$ cat config.mk
export PLATFORM = sky130hd
export DESIGN_NAME = rop_req_sched
export DESIGN_NICKNAME = d
export VERILOG_FILES = /design/src/rtl/rop_req_sched_pkg.sv /design/src/rtl/rop_req_sched_rr_arbiter.sv /design/src/rtl/rop_req_sched.sv
export SDC_FILE = /design/constraint.sdc
export NUM_CORES = 1
export LEC_CHECK = 0
export ABC_AREA = 1
export ABC_CLOCK_PERIOD_IN_PS = 4700
export BUFFER_PORTS_ARGS = -buffer_cell sky130_fd_sc_hd__buf_2
export CAP_MARGIN = 20
export CORE_AREA = 5 5 549 551
export CTS_BUF_LIST = sky130_fd_sc_hd__clkbuf_4
export DETAILED_ROUTE_END_ITERATION = 7
export DIE_AREA = 0 0 554 556
export PLACE_DENSITY = 0.3
export SETUP_SLACK_MARGIN = 0.15
export SYNTH_ARGS = -nofsm -noshare
export SYNTH_HDL_FRONTEND = slang
export SYNTH_HIERARCHICAL = 1
export SYNTH_SLANG_ARGS = --single-unit
$ cat constraint.sdc
create_clock -name clk -period 4.7 [get_ports clk]
set_input_delay 0.235 -clock clk [delete_from_list [all_inputs] [get_ports clk]]
set_output_delay 0.235 -clock clk [all_outputs]
set_load 0.05 [all_outputs]
$ cat src/rtl/rop_req_sched_pkg.sv
// Shared types and constants for the ROP request scheduler.
package rop_req_sched_pkg;

  localparam int ROP_DIM_BITS   = 12;
  localparam int ROP_DEPTH_BITS = 24;
  localparam int ROP_NUM_INPUTS = 4;
  localparam int ROP_SRC_BITS   = (ROP_NUM_INPUTS > 1) ? $clog2(ROP_NUM_INPUTS) : 1;

  typedef struct packed {
    logic [ROP_DIM_BITS-1:0]   pos_x;
    logic [ROP_DIM_BITS-1:0]   pos_y;
    logic [31:0]               color;
    logic [ROP_DEPTH_BITS-1:0] depth;
    logic                      backface;
    logic [ROP_SRC_BITS-1:0]   src;
  } rop_frag_t;

  typedef enum logic {
    ROP_SCHED_IDLE   = 1'b0,
    ROP_SCHED_SERIAL = 1'b1
  } rop_sched_state_e;

  function automatic int clog2_min1(input int n);
    return (n > 1) ? $clog2(n) : 1;
  endfunction

endpackage

$ cat src/rtl/rop_req_sched_rr_arbiter.sv
// Round-robin grant over request valids; the pointer moves past each granted source.
module rop_req_sched_rr_arbiter
  import rop_req_sched_pkg::*;
#(
  parameter int N        = 4,
  parameter int IDX_BITS = clog2_min1(N)
) (
  input  logic                i_clk,
  input  logic                i_reset,
  input  logic                i_en,
  input  logic [N-1:0]        i_valid,
  output logic [N-1:0]        o_grant,
  output logic                o_grant_valid,
  output logic [IDX_BITS-1:0] o_grant_idx
);

  logic [IDX_BITS-1:0] r_ptr;
  logic [IDX_BITS-1:0] w_idx;

  always_comb begin
    o_grant       = '0;
    o_grant_valid = 1'b0;
    o_grant_idx   = '0;
    w_idx         = r_ptr;
    for (int k = 0; k < N; k++) begin
      if (!o_grant_valid && i_en && i_valid[w_idx]) begin
        o_grant_valid  = 1'b1;
        o_grant[w_idx] = 1'b1;
        o_grant_idx    = w_idx;
      end
      w_idx = (w_idx == IDX_BITS'(N-1)) ? '0 : w_idx + IDX_BITS'(1);
    end
  end

  always_ff @(posedge i_clk) begin
    if (i_reset) begin
      r_ptr <= '0;
    end else if (o_grant_valid) begin
      r_ptr <= (o_grant_idx == IDX_BITS'(N-1)) ? '0 : o_grant_idx + IDX_BITS'(1);
    end
  end

endmodule

$ cat src/rtl/rop_req_sched.sv
// ROP front-end: arbitrates warp requests and serialises active lanes into fragments.
// Optional ROP_SCHED_PERF_EN adds stall and fragment handshake counters.
module rop_req_sched
  import rop_req_sched_pkg::*;
#(
  parameter int NUM_INPUTS  = ROP_NUM_INPUTS,
  parameter int NUM_THREADS = 4,
  parameter int DIM_BITS    = ROP_DIM_BITS,
  parameter int DEPTH_BITS  = ROP_DEPTH_BITS,
  parameter int SRC_BITS    = clog2_min1(NUM_INPUTS)
) (
  input  logic                                   clk,
  input  logic                                   reset,
  input  logic [NUM_INPUTS-1:0]                  req_valid,
  input  logic [NUM_INPUTS*NUM_THREADS-1:0]      req_tmask,
  input  logic [NUM_INPUTS*NUM_THREADS*DIM_BITS-1:0]   req_pos_x,
  input  logic [NUM_INPUTS*NUM_THREADS*DIM_BITS-1:0]   req_pos_y,
  input  logic [NUM_INPUTS*NUM_THREADS*32-1:0]         req_color,
  input  logic [NUM_INPUTS*NUM_THREADS*DEPTH_BITS-1:0] req_depth,
  input  logic [NUM_INPUTS*NUM_THREADS-1:0]      req_backface,
  output logic [NUM_INPUTS-1:0]                  req_ready,
  output logic                                   frag_valid,
  output logic [DIM_BITS-1:0]                    frag_pos_x,
  output logic [DIM_BITS-1:0]                    frag_pos_y,
  output logic [31:0]                            frag_color,
  output logic [DEPTH_BITS-1:0]                  frag_depth,
  output logic                                   frag_backface,
  output logic [SRC_BITS-1:0]                    frag_src,
  output logic                                   frag_last,
  input  logic                                   frag_ready
`ifdef ROP_SCHED_PERF_EN
  ,
  output logic [31:0]                            perf_stall_cycles,
  output logic [31:0]                            perf_frag_count
`endif
);

  localparam int XW = NUM_THREADS * DIM_BITS;
  localparam int CW = NUM_THREADS * 32;
  localparam int DW = NUM_THREADS * DEPTH_BITS;

  rop_sched_state_e        r_state, w_state_nxt;
  logic [NUM_THREADS-1:0]  r_pending, w_pending_nxt, w_acc_tmask, w_lane_oh;
  logic [NUM_THREADS-1:0]  r_backface;
  logic [SRC_BITS-1:0]     r_src;
  logic [XW-1:0]           r_pos_x, r_pos_y;
  logic [CW-1:0]           r_color;
  logic [DW-1:0]           r_depth;
  logic [NUM_INPUTS-1:0]   w_grant;
  logic                    w_grant_valid;
  logic [SRC_BITS-1:0]     w_grant_idx;
  logic                    w_serial, w_fire, w_last, w_can_accept;
  rop_frag_t               w_frag;

  assign w_serial     = (r_state == ROP_SCHED_SERIAL);
  assign w_last       = (r_pending != '0) && ((r_pending & (r_pending - NUM_THREADS'(1))) == '0);
  assign w_fire       = w_serial && frag_ready;
  // Reset also blocks grants so no request is acknowledged during the reset cycle.
  assign w_can_accept = !reset && (!w_serial || (w_fire && w_last));
  assign w_lane_oh    = r_pending & (~r_pending + NUM_THREADS'(1));

  rop_req_sched_rr_arbiter #(.N(NUM_INPUTS), .IDX_BITS(SRC_BITS)) u_arb (
    .i_clk         (clk),
    .i_reset       (reset),
    .i_en          (w_can_accept),
    .i_valid       (req_valid),
    .o_grant       (w_grant),
    .o_grant_valid (w_grant_valid),
    .o_grant_idx   (w_grant_idx)
  );

  always_comb begin
    w_state_nxt   = r_state;
    w_pending_nxt = r_pending;
    w_acc_tmask   = '0;
    for (int s = 0; s < NUM_INPUTS; s++) begin
      if (w_grant[s]) w_acc_tmask = req_tmask[s*NUM_THREADS +: NUM_THREADS];
    end
    if (w_fire) begin
      w_pending_nxt = r_pending & ~w_lane_oh;
      if (w_last) w_state_nxt = ROP_SCHED_IDLE;
    end
    if (w_grant_valid) begin
      w_pending_nxt = w_acc_tmask;
      w_state_nxt   = (w_acc_tmask != '0) ? ROP_SCHED_SERIAL : ROP_SCHED_IDLE;
    end
  end

  always_ff @(posedge clk) begin
    if (reset) begin
      r_state    <= ROP_SCHED_IDLE;
      r_pending  <= '0;
      r_src      <= '0;
      r_pos_x    <= '0;
      r_pos_y    <= '0;
      r_color    <= '0;
      r_depth    <= '0;
      r_backface <= '0;
    end else begin
      r_state   <= w_state_nxt;
      r_pending <= w_pending_nxt;
      if (w_grant_valid) begin
        r_src <= w_grant_idx;
        for (int s = 0; s < NUM_INPUTS; s++) begin
          if (w_grant[s]) begin
            r_pos_x    <= req_pos_x[s*XW +: XW];
            r_pos_y    <= req_pos_y[s*XW +: XW];
            r_color    <= req_color[s*CW +: CW];
            r_depth    <= req_depth[s*DW +: DW];
            r_backface <= req_backface[s*NUM_THREADS +: NUM_THREADS];
          end
        end
      end
    end
  end

  // Pending is empty outside SERIAL, so the lane mux yields zeros there.
  always_comb begin
    w_frag = '0;
    for (int i = 0; i < NUM_THREADS; i++) begin
      if (w_lane_oh[i]) begin
        w_frag.pos_x    = r_pos_x[i*DIM_BITS +: DIM_BITS];
        w_frag.pos_y    = r_pos_y[i*DIM_BITS +: DIM_BITS];
        w_frag.color    = r_color[i*32 +: 32];
        w_frag.depth    = r_depth[i*DEPTH_BITS +: DEPTH_BITS];
        w_frag.backface = r_backface[i];
      end
    end
    w_frag.src = w_serial ? r_src : '0;
  end

  assign req_ready     = w_grant;
  assign frag_valid    = w_serial;
  assign frag_pos_x    = w_frag.pos_x;
  assign frag_pos_y    = w_frag.pos_y;
  assign frag_color    = w_frag.color;
  assign frag_depth    = w_frag.depth;
  assign frag_backface = w_frag.backface;
  assign frag_src      = w_frag.src;
  assign frag_last     = w_last;

`ifdef ROP_SCHED_PERF_EN
  logic [31:0] r_perf_stall, r_perf_frag;

  always_ff @(posedge clk) begin
    if (reset) begin
      r_perf_stall <= '0;
      r_perf_frag  <= '0;
    end else begin
      if (w_serial && !frag_ready) r_perf_stall <= r_perf_stall + 32'd1;
      if (w_fire)                  r_perf_frag  <= r_perf_frag + 32'd1;
    end
  end

  assign perf_stall_cycles = r_perf_stall;
  assign perf_frag_count   = r_perf_frag;
`endif

endmodule

==> impl_results.rst, run 1 <==
.. list-table::
   :header-rows: 1

   * - Metric
     - Value
   * - Result of the run
     - did not finish
   * - Last stage reached
     - 4_1_cts
   * - Error message
     - [ERROR RSZ-0060] Max buffer count reached.
   * - Port Buf Inserts
     - 1407
   * - Root Buffer
     - sky130_fd_sc_hd__clkbuf_4
   * - Gate Count Post-Synth
     - 3566
   * - # clock sinks
     - 333
   * - Largest area contributor in the synthesized netlist
     - sky130_fd_sc_hd__dfxtp_1
   * - CTS H-Tree Depth
     - 3
   * - Number of nets in the synthesized netlist
     - 4892
   * - Count of hold buffers inserted by post-cts repair
     - 1776
   * - DP Cell Count
     - 8676
   * - Count of different cell masters after synthesis
     - 35
   * - Worst slack at placement
     - 361 ps
   * - Count of synthesis-stage warnings from yosys
     - 6
   * - Top cell type's share of synthesized area
     - 0.296
   * - Post-DP HPWL
     - 224 mm
   * - Sequential-to-total area share from yosys stat
     - 0.296
   * - Initial Utilization
     - 0.0761
   * - Synthesized flop and latch total
     - 333
   * - Number of setup buffers added after CTS
     - 1
   * - Num ports
     - 1408
   * - Number of clock buffers inserted by TritonCTS
     - 116
   * - Mapped Area
     - between 0.02 and 0.025 mm²
   * - Site row count
     - 200
   * - Longest Clk Path Bufs
     - 3
   * - Die Y
     - 556 µm
   * - Post-cts sizing count
     - 2
   * - Die width
     - 554 µm
   * - Final weighted congestion in routability-driven placement
     - 0.911
   * - Synth top area cells
     - sky130_fd_sc_hd__dfxtp_1 30%, sky130_fd_sc_hd__nand2_1 16%, sky130_fd_sc_hd__a21oi_1 15%, sky130_fd_sc_hd__o211ai_1 11%, sky130_fd_sc_hd__nand3_1 9.3%
   * - Avg Synthesized Cell Area
     - 6.31 µm²
cell usage after synthesis (all sizes together):
cell	count
a21boi	1
a21oi	659
a221oi	1
a22oi	3
a31oi	1
and2	1
and3	1
buf	144
clkbuf	222
clkinv	2
dfxtp	333
ha	7
inv	30
nand2	960
nand3	424
nand3b	1
nand4	86
nor2	26
nor3	4
o211ai	326
o21ai	331
o221ai	3
through the flow:
stage / util / area [µm²]
after floorplan: - / 22500
after global placement: 0.117 / 34500
after detailed placement: 0.117 / 34500
cell families after synthesis:
group,count (synthesis),share of synthesized area
simple gates,1503,0.290
compound gates,1325,0.332
fa+ha+maj,7,0.00389
flops,333,0.296
buf+inv,398,0.0776
==> run 2, diff against run 1 <==
--- a/config.mk
+++ b/config.mk
@@ -9,12 +9,10 @@
 export ABC_CLOCK_PERIOD_IN_PS = 4700
 export BUFFER_PORTS_ARGS = -buffer_cell sky130_fd_sc_hd__buf_2
 export CAP_MARGIN = 20
-export CORE_AREA = 5 5 549 551
-export CTS_BUF_LIST = sky130_fd_sc_hd__clkbuf_4
+export CORE_AREA = 5 5 547 549
 export DETAILED_ROUTE_END_ITERATION = 7
-export DIE_AREA = 0 0 554 556
-export PLACE_DENSITY = 0.3
-export SETUP_SLACK_MARGIN = 0.15
+export DIE_AREA = 0 0 552 554
+export PLACE_DENSITY_LB_ADDON = 0.15
 export SYNTH_ARGS = -nofsm -noshare
 export SYNTH_HDL_FRONTEND = slang
 export SYNTH_HIERARCHICAL = 1
==> run 2 against run 1 <==
  * Synthesized cell count is the same
  * Synthesized area unchanged
  * The flow now finishes without violations
==> impl_results.rst, run 2 <==
.. list-table::
   :header-rows: 1

   * - Metric
     - Value
   * - Num ports
     - 1408 (unchanged)
   * - Async set-reset flop share out of synthesis
     - 0 (unchanged)
   * - Cells on worst reg2reg path
     - 22
   * - Fill cell instance count of the final layout
     - approximately 35000
   * - Count of different cell masters after synthesis
     - 35 (unchanged)
   * - Portion of total power attributed to combinational logic
     - 0.736
   * - Net Sw Frac
     - 0.542
   * - Data arrival at the endpoint of the critical path
     - 5080 ps
   * - Top cell type's share of synthesized area
     - 0.296 (unchanged)
   * - Die width
     - 552 µm (was 554 µm)
   * - Port Buf Inserts
     - 1407 (unchanged)
   * - CTS tree
     - yes
   * - Type of the worst min-delay path
     - primary input to register
   * - 1st-pass router iterations
     - 6
   * - Synth top cells by count
     - 949 x sky130_fd_sc_hd__nand2_1, 659 x sky130_fd_sc_hd__a21oi_1, 419 x sky130_fd_sc_hd__nand3_1, 333 x sky130_fd_sc_hd__dfxtp_1, 326 x sky130_fd_sc_hd__o211ai_1 (unchanged)
   * - Post-route ant nets
     - 0
   * - Most frequent cells in the layout
     - 1407 x sky130_fd_sc_hd__buf_2, 949 x sky130_fd_sc_hd__nand2_1, 680 x sky130_fd_sc_hd__dlygate4sd3_1
   * - Gate Count Post-Synth
     - 3566 (unchanged)
   * - Seq. cell area
     - 0.00668 mm²
   * - Total power density per cell area
     - 721 mW/mm²
   * - Internal Dissipation
     - 14300 µW
   * - Number of clock buffers inserted by TritonCTS
     - 51 (was 116)
   * - Mean routed wirelength per cell
     - 26.6 µm
   * - Fraction of power consumed by the clock network
     - 0.127
   * - Area added between synthesis and finish
     - 92.6%
   * - Origin of the critical flop-to-flop path
     - r_pending[1]
   * - Post-route worst setup slack
     - 162 ps
   * - Number of nets in the synthesized netlist
     - 4892 (unchanged)
   * - Worst min-delay path startpoint
     - req_color[195]
   * - Leading cell type by number of instances after synthesis
     - sky130_fd_sc_hd__nand2_1 (unchanged)
   * - Site row count
     - 199 (was 200)
   * - Maximum clock skew at final layout
     - 24.4 ps
   * - Met2 Wirelength
     - 119 mm
   * - Mapped Area
     - 0.0225 mm² (unchanged)
   * - Reported leakage power
     - around 0.019 µW
   * - Count of flip-flops with a built-in enable after synthesis
     - 0 (unchanged)
   * - Maximum frequency from static timing analysis
     - 0.220 GHz
   * - Longest Clk Path Bufs
     - 3 (unchanged)
   * - Number of hold-slack violations in the final timing report
     - 0
   * - Root Buffer
     - sky130_fd_sc_hd__clkbuf_16 (was sky130_fd_sc_hd__clkbuf_4)
   * - Synth Area in Compound Gates
     - 0.332 (unchanged)
   * - Sequential share of power
     - 0.136
   * - First-pass GRT wire length
     - 333 mm
   * - Largest area contributor in the synthesized netlist
     - sky130_fd_sc_hd__dfxtp_1 (unchanged)
   * - Crit Path Max Fanout
     - 74
   * - Count of synthesis-stage warnings from yosys
     - 6 (unchanged)
   * - Largest vdd supply drop
     - 0.557 mV
   * - Most instantiated flip-flop cell in the synthesis netlist
     - sky130_fd_sc_hd__dfxtp_1 (unchanged)
   * - Register-to-Register Setup Slack
     - 160 ps
   * - Vias post-DR
     - 35923
   * - Multi-input gate area in the final layout
     - 0.0142 mm²
   * - Worst-case hold slack
     - ~80 ps
   * - Critical path type
     - register to register
   * - Most common cell after layout, fill and taps aside
     - sky130_fd_sc_hd__buf_2
   * - Unrepaired setup endpoints after global routing
     - true
   * - Synth top area cells
     - sky130_fd_sc_hd__dfxtp_1 30%, sky130_fd_sc_hd__nand2_1 16%, sky130_fd_sc_hd__a21oi_1 15%, sky130_fd_sc_hd__o211ai_1 11%, sky130_fd_sc_hd__nand3_1 9.3% (unchanged)
   * - Worst slack at placement
     - 512 ps (was 361 ps)
   * - Final nets
     - approximately 6800
   * - Psw
     - 17000 µW
   * - Number of vias per cell after detailed routing
     - 3.78
   * - Clock slew at reported path FFs
     - ~60 ps
   * - Via count of the first global-routing pass
     - 36986
   * - Worst setup EP type
     - register
   * - Met3 wire length
     - 21.3 mm
   * - Antenna violations before repair
     - 190
   * - End of the worst hold path
     - r_color[67]
   * - Final setup fails
     - 0
   * - Full die area
     - 0.306 mm²
   * - Area of the placeable core
     - 0.293 mm²
   * - Total routing resource utilization after global routing
     - 0.156
   * - Sequential-to-total area share from yosys stat
     - 0.296 (unchanged)
   * - Routed WL
     - 253 mm
   * - Flip-flop count of the largest register after layout
     - 128
   * - Largest family of logic cells by synthesized area
     - compound AO/OA/AOI/OAI gates (unchanged)
   * - Post-DP HPWL
     - 209 mm (was 224 mm)
   * - Type of origin of the critical path
     - register
   * - Relative max-transition margin
     - 0.278
   * - Largest register by flop count
     - r_color
   * - Worst-Margin Slew
     - 1080 ps
   * - Adder-Cell Fraction of Synth Area
     - 0.00389 (unchanged)
   * - Destination of the worst register-to-register timing path
     - r_depth[31]
   * - Die Y
     - 554 µm (was 556 µm)
   * - Avg Synthesized Cell Area
     - 6.31 µm² (unchanged)
   * - Drt drc
     - 0
   * - Registers with the highest flip-flop counts
     - r_color x128, r_depth x96
   * - Largest net degree at the start of global routing
     - 126
   * - Wl on met1
     - roughly 110 mm
   * - Uppermost signal routing layer after detailed routing
     - met5
   * - Fraction of final layout cells sized beyond drive strength 1
     - 0.304
   * - Synth Area in XOR/XNOR
     - 0 (unchanged)
   * - Result of the run
     - finished clean (was did not finish)
   * - CTS H-Tree Depth
     - 2 (was 3)
   * - Total count of max-transition violations in the final report
     - 0
   * - Final Cycle Share
     - 0.966
   * - Mux contribution to synthesized area
     - 0 (unchanged)
   * - Time the worst path needs with I/O delays and setup
     - about 4500 ps
   * - Critical Path RT
     - 5240 ps
   * - Hold Path Cell Cnt
     - 5
   * - Number of DRC markers after the initial detailed-route iteration
     - between 2000 and 3000
   * - Clock latency on the worst-skew pair
     - 670 ps
   * - Initial Utilization
     - 0.0767 (was 0.0761)
   * - Synthesized flop and latch total
     - 333 (unchanged)
   * - Final weighted congestion in routability-driven placement
     - 0.874 (was 0.911)
   * - Grt total ovfl
     - 0
   * - # clock sinks
     - 333 (unchanged)
   * - Number of max-cap violations
     - 0
   * - Simple-gate share of the synthesized area
     - 0.290 (unchanged)
[run 2: logic make-up after synthesis]
family	count (synthesis)
buf+inv	398
simple gates	1503
compound gates	1325
fa+ha+maj	7
flops	333
[run 2: cell type report]
cell class	instances	share of cell area
Tap cell	3919	0.113
Clock buffer	79	0.0354
Inverter	32	0.00439
Sequential cell	333	0.154
Multi-Input combinational cell	2835	0.327
Timing Repair Buffer	2245	0.360
Antenna cell	64	0.00370
Clock inverter	9	0.00211
[run 2: power by group through the flow]
stage | clock, µW | combinational (µW) | sequential (µW)
floorplan | 0 | 11300 | 4020
global placement | 0 | 20500 | 4340
detailed placement | 0 | 20400 | 4330
CTS | 4160 | 23200 | 4280
global route | 4220 | 25000 | 4350
finish | 3980 | 23000 | 4260
[run 2: worst max-delay path by stage]
stage                       end  depth (start not counted)  slack [ps]           start
floorplan           r_pos_y[21]                         20         600  u_arb/r_ptr[0]
detailed placement  r_depth[18]                         17         510  u_arb/r_ptr[0]
finish              r_depth[31]                         22         160    r_pending[1]
CTS                 r_pos_y[32]                         19          20  u_arb/r_ptr[0]
global route        r_pos_x[17]                         22         -10    r_pending[1]
global placement    r_depth[18]                         17         530  u_arb/r_ptr[0]
[run 2: worst max-delay path: stages, from the launching register on]
cell	delay, ps
sky130_fd_sc_hd__dfxtp_4	350
sky130_fd_sc_hd__nor2_1	190
sky130_fd_sc_hd__inv_1	130
sky130_fd_sc_hd__a21oi_1	180
sky130_fd_sc_hd__nand4_1	130
sky130_fd_sc_hd__a21oi_1	150
sky130_fd_sc_hd__buf_4	170
sky130_fd_sc_hd__inv_1	70
sky130_fd_sc_hd__nor2_4	210
sky130_fd_sc_hd__nor2_2	80
sky130_fd_sc_hd__and2_4	180
sky130_fd_sc_hd__nand2_8	100
sky130_fd_sc_hd__o21ai_4	70
sky130_fd_sc_hd__buf_12	160
sky130_fd_sc_hd__inv_8	110
sky130_fd_sc_hd__nand3b_1	130
sky130_fd_sc_hd__o21ai_4	220
sky130_fd_sc_hd__buf_12	190
sky130_fd_sc_hd__clkinv_16	190
sky130_fd_sc_hd__buf_4	370
sky130_fd_sc_hd__o21ai_0	190
sky130_fd_sc_hd__a21oi_1	60
sky130_fd_sc_hd__dlygate4sd3_1	560
[run 2: what timing repair did]
item                                    CTS  global route
gates resized for setup                   0            13
buffers inserted                          0             1
endpoints found under the setup margin    0           225
hold buffers                            680             0
hold endpoints to repair                331             0
[run 2: through the flow]
stage	cells	TNS, ps	utilization	cell area (µm²)	power [µW]
2_1_floorplan	3566	0	-	22500	15300
3_3_place_gp	8681	0	0.118	34600	24800
3_5_place_dp	8681	0	0.118	34600	24700
4_1_cts	9449	0	0.147	43000	31600
5_1_grt	9469	-33.1	0.147	43200	33600
6_report	9516	0	0.148	43300	31300
[run 2: routing by layer]
layer  GRT usage  vias up
met5           0        -
met4      0.0270      120
met3      0.0461      332
met2       0.265     1548
met1       0.198    17289
li1            -    16634
(Power assumes the default switching activity.)
